<file path="src/rtl/vic_pkg.sv">
`default_nettype none
// ============================================================================
// Module   : vic_pkg
// Brief    : Shared states, defaults and priority helper for the vectored
//            interrupt controller.
// Revision : 1.0
// ============================================================================
package vic_pkg;

    localparam int c_default_num_interrupts = 8;
    localparam int c_default_sync_stages    = 2;
    localparam int c_default_id_width       = 8;
    localparam int c_max_interrupts         = 256;

    typedef enum logic [1:0] {
        VIC_IDLE   = 2'd0,
        VIC_REQ    = 2'd1,
        VIC_ACTIVE = 2'd2
    } vic_state_t;

    typedef struct packed {
        logic       valid;
        logic [7:0] index;
    } vic_winner_t;

    // Scanning from the top down leaves the lowest set bit as the final answer.
    function automatic vic_winner_t lowest_set_index(input logic [c_max_interrupts-1:0] vector);
        vic_winner_t result;
        result = '0;
        for (int i = c_max_interrupts - 1; i >= 0; i--) begin
            if (vector[i]) begin
                result.valid = 1'b1;
                result.index = 8'(i);
            end
        end
        return result;
    endfunction

endpackage
`default_nettype wire

</file>
<file path="src/rtl/vic_sync.sv">
`default_nettype none
// ============================================================================
// Module   : vic_sync
// Brief    : STAGES-deep, WIDTH-wide flop synchronizer for raw interrupt lines.
// Revision : 1.0
// ============================================================================
module vic_sync #(
    parameter int WIDTH  = 8,
    parameter int STAGES = 2
) (
    input  logic             clk,
    input  logic             reset_n,
    input  logic [WIDTH-1:0] i_data,
    output logic [WIDTH-1:0] o_data
);

    logic [WIDTH-1:0] r_stage [STAGES];

    always_ff @(posedge clk or negedge reset_n) begin
        if (!reset_n) begin
            for (int i = 0; i < STAGES; i++) begin
                r_stage[i] <= '0;
            end
        end else begin
            r_stage[0] <= i_data;
            for (int i = 1; i < STAGES; i++) begin
                r_stage[i] <= r_stage[i-1];
            end
        end
    end

    assign o_data = r_stage[STAGES-1];

endmodule
`default_nettype wire

</file>
<file path="src/rtl/vectored_interrupt_controller.sv">
`default_nettype none
// ============================================================================
// Module   : vectored_interrupt_controller
// Brief    : N-source prioritised interrupt controller with edge/level pending
//            logic and a REQ/ACTIVE dispatch handshake to the CPU.
// Revision : 1.0
// ============================================================================
module vectored_interrupt_controller
    import vic_pkg::*;
#(
    parameter int NUM_INTERRUPTS = c_default_num_interrupts,
    parameter int SYNC_STAGES    = c_default_sync_stages,
    parameter int ID_WIDTH       = c_default_id_width
) (
    input  logic                      clk,
    input  logic                      reset_n,
    input  logic [NUM_INTERRUPTS-1:0] interrupts,
    input  logic [NUM_INTERRUPTS-1:0] int_enable,
    input  logic [NUM_INTERRUPTS-1:0] int_level,
    input  logic [NUM_INTERRUPTS-1:0] pending_clr,
    input  logic                      intDisabled,
    output logic                      intCPU,
    output logic [ID_WIDTH-1:0]       intID,
    output logic [NUM_INTERRUPTS-1:0] pending
);

    logic [NUM_INTERRUPTS-1:0] w_sync_out;
    logic [NUM_INTERRUPTS-1:0] r_sync_prev;
    logic [NUM_INTERRUPTS-1:0] r_edge_pending;
    logic [NUM_INTERRUPTS-1:0] w_rise;
    logic [NUM_INTERRUPTS-1:0] w_eligible;
    logic [NUM_INTERRUPTS-1:0] w_take;
    logic [NUM_INTERRUPTS-1:0] w_edge_next;
    vic_winner_t               w_winner;
    logic                      w_dispatch;

    vic_state_t                r_state;
    logic                      r_int_cpu;
    logic [ID_WIDTH-1:0]       r_int_id;

    vic_sync #(
        .WIDTH  (NUM_INTERRUPTS),
        .STAGES (SYNC_STAGES)
    ) u_sync (
        .clk     (clk),
        .reset_n (reset_n),
        .i_data  (interrupts),
        .o_data  (w_sync_out)
    );

    always_ff @(posedge clk or negedge reset_n) begin
        if (!reset_n) begin
            r_sync_prev <= '0;
        end else begin
            r_sync_prev <= w_sync_out;
        end
    end

    assign w_rise     = w_sync_out & ~r_sync_prev;
    // Level channels report the registered line directly; edge channels report the latch.
    assign pending    = (int_level & r_sync_prev) | (~int_level & r_edge_pending);
    assign w_eligible = pending & int_enable;
    assign w_winner   = lowest_set_index({{(c_max_interrupts - NUM_INTERRUPTS){1'b0}}, w_eligible});
    assign w_dispatch = (r_state == VIC_IDLE) && !intDisabled && w_winner.valid;

    always_comb begin
        w_take = '0;
        for (int i = 0; i < NUM_INTERRUPTS; i++) begin
            w_take[i] = w_dispatch && (w_winner.index == 8'(i));
        end
    end

    // A fresh rise wins over both software clear and dispatch clear.
    assign w_edge_next = ~int_level & (w_rise | (r_edge_pending & ~pending_clr & ~w_take));

    always_ff @(posedge clk or negedge reset_n) begin
        if (!reset_n) begin
            r_edge_pending <= '0;
        end else begin
            r_edge_pending <= w_edge_next;
        end
    end

    always_ff @(posedge clk or negedge reset_n) begin
        if (!reset_n) begin
            r_state   <= VIC_IDLE;
            r_int_cpu <= 1'b0;
            r_int_id  <= '0;
        end else begin
            case (r_state)
                VIC_IDLE: begin
                    if (w_dispatch) begin
                        r_state   <= VIC_REQ;
                        r_int_cpu <= 1'b1;
                        r_int_id  <= ID_WIDTH'({24'd0, w_winner.index} + 32'd1);
                    end
                end
                VIC_REQ: begin
                    if (intDisabled) begin
                        r_state   <= VIC_ACTIVE;
                        r_int_cpu <= 1'b0;
                    end
                end
                VIC_ACTIVE: begin
                    if (!intDisabled) begin
                        r_state <= VIC_IDLE;
                    end
                end
                default: begin
                    r_state   <= VIC_IDLE;
                    r_int_cpu <= 1'b0;
                end
            endcase
        end
    end

    assign intCPU = r_int_cpu;
    assign intID  = r_int_id;

endmodule
`default_nettype wire

</file>
<file path="config.mk">
export PLATFORM = sky130hd
export DESIGN_NAME = vectored_interrupt_controller
export DESIGN_NICKNAME = d
export VERILOG_FILES = /design/src/rtl/vic_pkg.sv /design/src/rtl/vic_sync.sv /design/src/rtl/vectored_interrupt_controller.sv
export SDC_FILE = /design/constraint.sdc
export NUM_CORES = 1
export LEC_CHECK = 0
export ABC_AREA = 0
export CAP_MARGIN = 20
export CORE_MARGIN = 3
export CORE_UTILIZATION = 35
export CTS_BUF_LIST = sky130_fd_sc_hd__clkbuf_4 sky130_fd_sc_hd__clkbuf_8 sky130_fd_sc_hd__clkbuf_16
export CTS_CLUSTER_SIZE = 40
export DETAILED_ROUTE_END_ITERATION = 6
export PLACE_DENSITY_LB_ADDON = 0.2
export SETUP_SLACK_MARGIN = 0.4
export SYNTH_ARGS = -nofsm -noshare
export SYNTH_HDL_FRONTEND = slang
export SYNTH_SLANG_ARGS = --single-unit
</file>
<file path="constraint.sdc">
create_clock -name clk -period 3.4 [get_ports clk]
set_input_delay 1.02 -clock clk [delete_from_list [all_inputs] [get_ports clk]]
set_output_delay 1.02 -clock clk [all_outputs]
set_load 0.01 [all_outputs]
</file>
==> impl_metrics.tcl, run 1 <==
set metrics [dict create \
    status "completed" \
    power_leakage_nw 1.13 \
    finalCritPeriodShare 0.856 \
    setup_viol 0 \
    cts_tree "done" \
    area_growth_pct 43.0 \
    drive_gt1_frac 0.260 \
    fin_worst_skew_ps 7.01 \
    grt-ovfl-total 0 \
    fin_area_um2 2420 \
    cts.sinks 39 \
    drv_slew 0 \
    hold_viol 0 \
    ys.flop_type "dfrtp_1" \
    rr_startpoint "r_sync_prev[6]" \
    synth_top_area_frac 0.576 \
    yosysWarnings 0 \
    synth-seq-cells 39 \
    r2r-end "intID[2]" \
    drt_pass1_iterations 4 \
    grt_first_pass_wirelength_mm 6.04 \
    syn_area_per_cell_um2 13.3 \
    nets 236 \
    antenna_found_initial 0 \
    regToRegSetupSlack_ps 1220 \
    routabilityCongestion 0.734 \
    die_h_um 75.6 \
    yosysTopAreaCell "dfrtp_1" \
    hold_class "flop to flop" \
    critPathLaunchType "input pin" \
    worstSetupPathType "input pin to output port" \
    p_per_area_nw_per_um2 483 \
    routed_via_density 5.02 \
    slowest_delay_ps 280 \
    cts_hold_repair.buffers 0 \
    clock_path_buffers 2 \
    r2r_cells 10 \
    initial_utilization 0.376 \
    vias 1245 \
    arrival_ps 1890 \
    hold_end "u_sync.o_data[5]" \
    ys_types 34 \
    crit_path_cell_trace "dlygate4sd2_1 > mux2i_1 > inv_1 > dlygate4sd2_1" \
    hold_depth 0 \
    cap_violations 0 \
    end_kind "output port" \
    synth_seq_area_share 0.576 \
    final.setup.tns_ps 0 \
    synth.top_cells.by_area "dfrtp_1, mux2_2, ha_1" \
    drtAntennaViolNets 0 \
    clk_latency_ps 280 \
    grt_pass1_vias 1321 \
    finalCriticalPeriod_ps 2910 \
    drtIter0Drc 22 \
    drt-wirelength-per-cell_um 14.7 \
    hold_path.startpoint "u_sync.r_stage[13]" \
    relSlewSlack 0.432 \
    netlist_instances 127 \
    fillers 395 \
    boundaryPins 52 \
    drc 0 \
    crit_path_max_fanout 3 \
    max_freq_mhz 344 \
    core-area_um2 4500 \
    die_x_um 75.6 \
    cp.required_ps 2380 \
    ctsRootBufferMaster "clkbuf_8" \
    drt-total-wl_mm 3.64 \
    synth_edf_count 0 \
    worst_slew_pin_slew_ps 852 \
    clk_pin_slew_ps 70 \
    antenna_cells 0 \
    multi_input_area_um2 693 \
    seqCellArea_um2 976 \
    dp_hpwl_mm 2.84 \
    cp_slowest_cell "dlygate4sd2_1" \
    placed_cell_area_um2 2310 \
    grt_max_degree 40 \
    syn-cell-area_um2 1700 \
    grtUsageTotal 0.141 \
    yosysMostFrequentCell "dfrtp_1" \
    ys_top_cells_by_count "dfrtp_1, inv_1, mux2_2, nand2b_1, a21oi_1" \
    io_buffers 47 \
    numCtsBuffers 5 \
    rsz0062_at_grt "no" \
    crit_path_frequent_cell "dlygate4sd2_1" \
    vdd_drop_max_mv 0.272 \
    cts.htree.levels 2 \
    async_flop_share 1.00 \
    rows 24 \
    dieArea_um2 5720 \
]
## worst max-delay path, delay by kind of cell
kind | cells | cell delay [ps]
multiplexers | 1 | 250
buffers and inverters | 3 | 620
## final cells by class
type | count | share of cell area
clock buffer | 6 | 0.0341
clock inverter | 1 | 0.00206
inverter | 10 | 0.0155
multi-input combinational | 77 | 0.286
sequential | 39 | 0.402
tap | 52 | 0.0268
timing repair buffer | 63 | 0.233
## routing by layer
metal | global-route usage | vias to the layer above | part of all wire
li1 | - | 578 | -
met1 | 0.171 | 622 | 0.42
met2 | 0.240 | 40 | 0.51
met3 | 0.0462 | 5 | 0.059
met4 | 0.0408 | 0 | 0.011
met5 | 0 | - | 0
## timing repair
item                                    4_1_cts  5_1_grt
setup buffers                                 2        0
gates resized for setup                      33        5
endpoints found under the setup margin       13        4
pin swaps                                     0        2
## layout by cell type, fill, tap and decap left out, types with 3 or more instances in the layout
cell	netlist	final
clkdlybuf4s15_2	0	3
conb_1	1	4
a21oi_1	6	5
mux2_4	2	7
and2_1	4	4
inv_1	10	10
dlygate4sd2_1	0	9
nor3b_1	3	3
clkdlybuf4s50_1	0	30
dfrtp_1	39	39
nand3_1	3	3
a22o_1	3	3
a311o_1	4	4
nor2_1	4	4
buf_2	0	3
ha_1	5	4
buf_4	4	16
nand2_1	3	3
nand2b_1	7	7
clkbuf_8	0	6
## state kept, by name (all words and copies together), names as in the netlist
register and flops:
intCPU 1, intID 4, r_edge_pending 8, r_state 2, r_sync_prev 8, u_sync.o_data 8, u_sync.r_stage 8
## report_power, final
group,switching (mW),internal (mW)
combinational,0.136,0.180
sequential,0.0334,0.518
clock,0.146,0.159
## per-stage QoR
step	hold slack [ps]	setup WS, ps	total power, mW	util	instances
after CTS	353	223	1.19	0.537	248
after global placement	332	-0.795	0.871	0.513	239
after detailed placement	336	-54.4	0.880	0.513	239
final	351	491	1.17	0.538	248
after global routing	362	404	1.24	0.538	248
after floorplan	331	597	0.702	-	130
## kinds of logic (layout without fill, tap and decap cells)
kind of cell               count (synthesis)  in the layout  share of synthesized area
DFF                                       39             39                      0.576
AOI/OAI and AO/OA                         29             29                      0.175
and+or+nand+nor                           27             27                     0.0893
buffers and inverters                     14             80                     0.0399
muxes                                     11             11                     0.0760
adders and majority gates                  5              5                     0.0369
other                                      1              4                    0.00221
xor gates and xnor gates                   1              1                    0.00517
## how the worst max path moves through the flow
stage                             end          from  slack [ps]
floorplan                    intID[2]  int_level[3]         600
global route        r_edge_pending[2]  int_level[6]         400
detailed placement  r_edge_pending[7]  int_level[5]         -50
finish                     pending[6]  int_level[6]         490
CTS                        pending[3]  int_level[3]         220
global placement           pending[3]  int_level[3]        -0.8
No activity file was read; power rests on OpenSTA's default activity.
==> run 2: changes to the inputs <==
- clock period: 3.4 -> 3.7 ns (I/O delays scaled with it)
==> run 2 against run 1 <==
Compared with the run above: first-iteration DRC count up 91%; global-route usage decreased by 0.38 points; utilization is 1.9 points lower; combinational power is 13% lower; register-to-register slack improved by 240 ps; critical path type unchanged; largest power group unchanged; routed wire length is 4.3% lower; hold slack worse by 1.7 ps; final cell count shrank 4.0%; sequential share of layout area rose by 1.4 points; clock skew decreased by 4.0 ps.
==> impl_metrics.tcl, run 2 (same netlist as run 1, synthesis figures left out) <==
set metrics [dict create \
    status "completed" \
    final.setup.tns_ps 0 \
    crit_path_cell_trace "clkdlybuf4s50_1 > mux2_4 > clkbuf_2" \
    fin_area_um2 2340 \
    final_cell_mix "dfrtp_1, clkdlybuf4s50_1, inv_1, dlygate4sd2_1, nand2b_1" \
    power_leakage_nw 1.09 \
    hold_class "flop to flop" \
    critPathLaunchType "input pin" \
    routabilityCongestion 0.731 \
    placed_cell_area_um2 2230 \
    p_int_mw 0.759 \
    placed_cells 228 \
    power_frac_seq 0.483 \
    routed_via_density 4.92 \
    use_met1 0.163 \
    grtUsageTotal 0.137 \
    cts_tree "done" \
    hold_depth 0 \
    fin_cells 238 \
    hold_path.startpoint "u_sync.r_stage[9]" \
    die_x_um 75.6 \
    grt_pass1_vias 1236 \
    met3_usage 0.0343 \
    switchingPower_mw 0.292 \
    dp_hpwl_mm 2.67 \
    vdd_drop_max_mv 0.238 \
    numCtsBuffers 5 \
    pre_cts_slack_ps 111 \
    busiest_layer "met2" \
    clock_path_buffers 2 \
    setup_viol 0 \
    drt-wirelength-per-cell_um 14.6 \
    die_h_um 75.6 \
    antenna_found_initial 0 \
    crit_buf_inv 2 \
    regToRegSetupSlack_ps 1460 \
    fillers 397 \
    cts.htree.levels 2 \
    grt_max_degree 40 \
    finalCriticalPeriod_ps 3170 \
    nets 225 \
    initial_utilization 0.376 \
    fin_ws_ps 529 \
    crit_path_max_fanout 2 \
    hold_viol 0 \
    vias 1172 \
    hold_ws_ps 349 \
    cap_violations 0 \
    use_met2 0.233 \
    drt-total-wl_mm 3.48 \
    area_growth_pct 38.1 \
    drtAntennaViolNets 0 \
    grt-ovfl-total 0 \
    rows 24 \
    r2r-end "intID[2]" \
    r2r_cells 8 \
    clk_latency_ps 290 \
    cpLargestDelayFamily "buffers and inverters" \
    arrival_ps 2060 \
    end_kind "output port" \
    drv_slew 0 \
    p_per_area_nw_per_um2 449 \
    finalCritPeriodShare 0.857 \
    drc 0 \
    drive_gt1_frac 0.199 \
    clkPwrFrac 0.255 \
    boundaryPins 52 \
    max_freq_mhz 315 \
    io_buffers 47 \
    p_sw_frac 0.278 \
    ctsRootBufferMaster "clkbuf_8" \
    fin_worst_skew_ps 2.98 \
    cp_slowest_cell "clkdlybuf4s50_1" \
    comb_power_share 0.262 \
    cts.sinks 39 \
    dieArea_um2 5720 \
    hold_end "u_sync.o_data[1]" \
    slowest_delay_ps 500 \
    antenna_cells 0 \
    worstSetupPathType "input pin to output port" \
    cp.required_ps 2590 \
    final_common_cell "dfrtp_1" \
    relSlewSlack 0.437 \
    rr_startpoint "r_edge_pending[5]" \
    core-area_um2 4500 \
    grt_first_pass_wirelength_mm 5.75 \
    drt_pass1_iterations 4 \
    rsz0062_at_grt "yes" \
    clk_pin_slew_ps 70 \
    drtIter0Drc 42 \
    worst_slew_pin_slew_ps 845 \
]
==> run 2: worst max-delay path by stage <==
stage            startpoint                 to  slack, ps  depth (start not counted)
6_report       int_level[3]         pending[3]        530                          3
5_1_grt        int_level[3]  r_edge_pending[7]        340                         11
4_1_cts        int_level[2]         pending[2]        340                          3
3_5_place_dp   int_level[2]         pending[2]        110                          3
3_3_place_gp   int_level[3]         pending[3]        120                          3
2_1_floorplan  int_level[3]           intID[2]        810                          8
==> run 2: power by group through the flow <==
stage               Sequential [mW]  Combinational [mW]  Clock, mW
floorplan                     0.519               0.126          0
global placement              0.511               0.276          0
detailed placement            0.515               0.280          0
CTS                           0.508               0.280      0.283
global route                  0.515               0.301      0.301
finish                        0.508               0.276      0.268
==> run 2: repair_timing <==
item,CTS,global route
hold buffers,0,0
pin swaps,0,1
buffers inserted,2,0
resized for setup,22,5
setup endpoints to repair,8,5
==> run 2: through the flow <==
step	utilization	total power, mW
3_3_place_gp	0.495	0.788
2_1_floorplan	-	0.645
4_1_cts	0.518	1.07
3_5_place_dp	0.495	0.795
5_1_grt	0.520	1.12
6_report	0.520	1.05
==> run 2: layout make-up <==
class,count,area [um^2],area share
inverters,10,37.5,0.0160
repair buffers,52,493,0.211
flip-flops and latches,39,976,0.417
multi-input cells,77,686,0.293
clock inverters,3,15.0,0.00641
well taps,52,65.1,0.0278
clock buffers,5,68.8,0.0294
==> run 2: metal layers <==
layer	share of wire	wire, um
met1	0.42	1460
met2	0.51	1780
met3	0.060	210
met4	0.0098	34
met5	0	0
==> run 3: changes to the inputs <==
- CTS_CLUSTER_SIZE: 40 -> unset
==> results of run 3 <==
Final layout, timing and power as in run 2 (identical DEF).
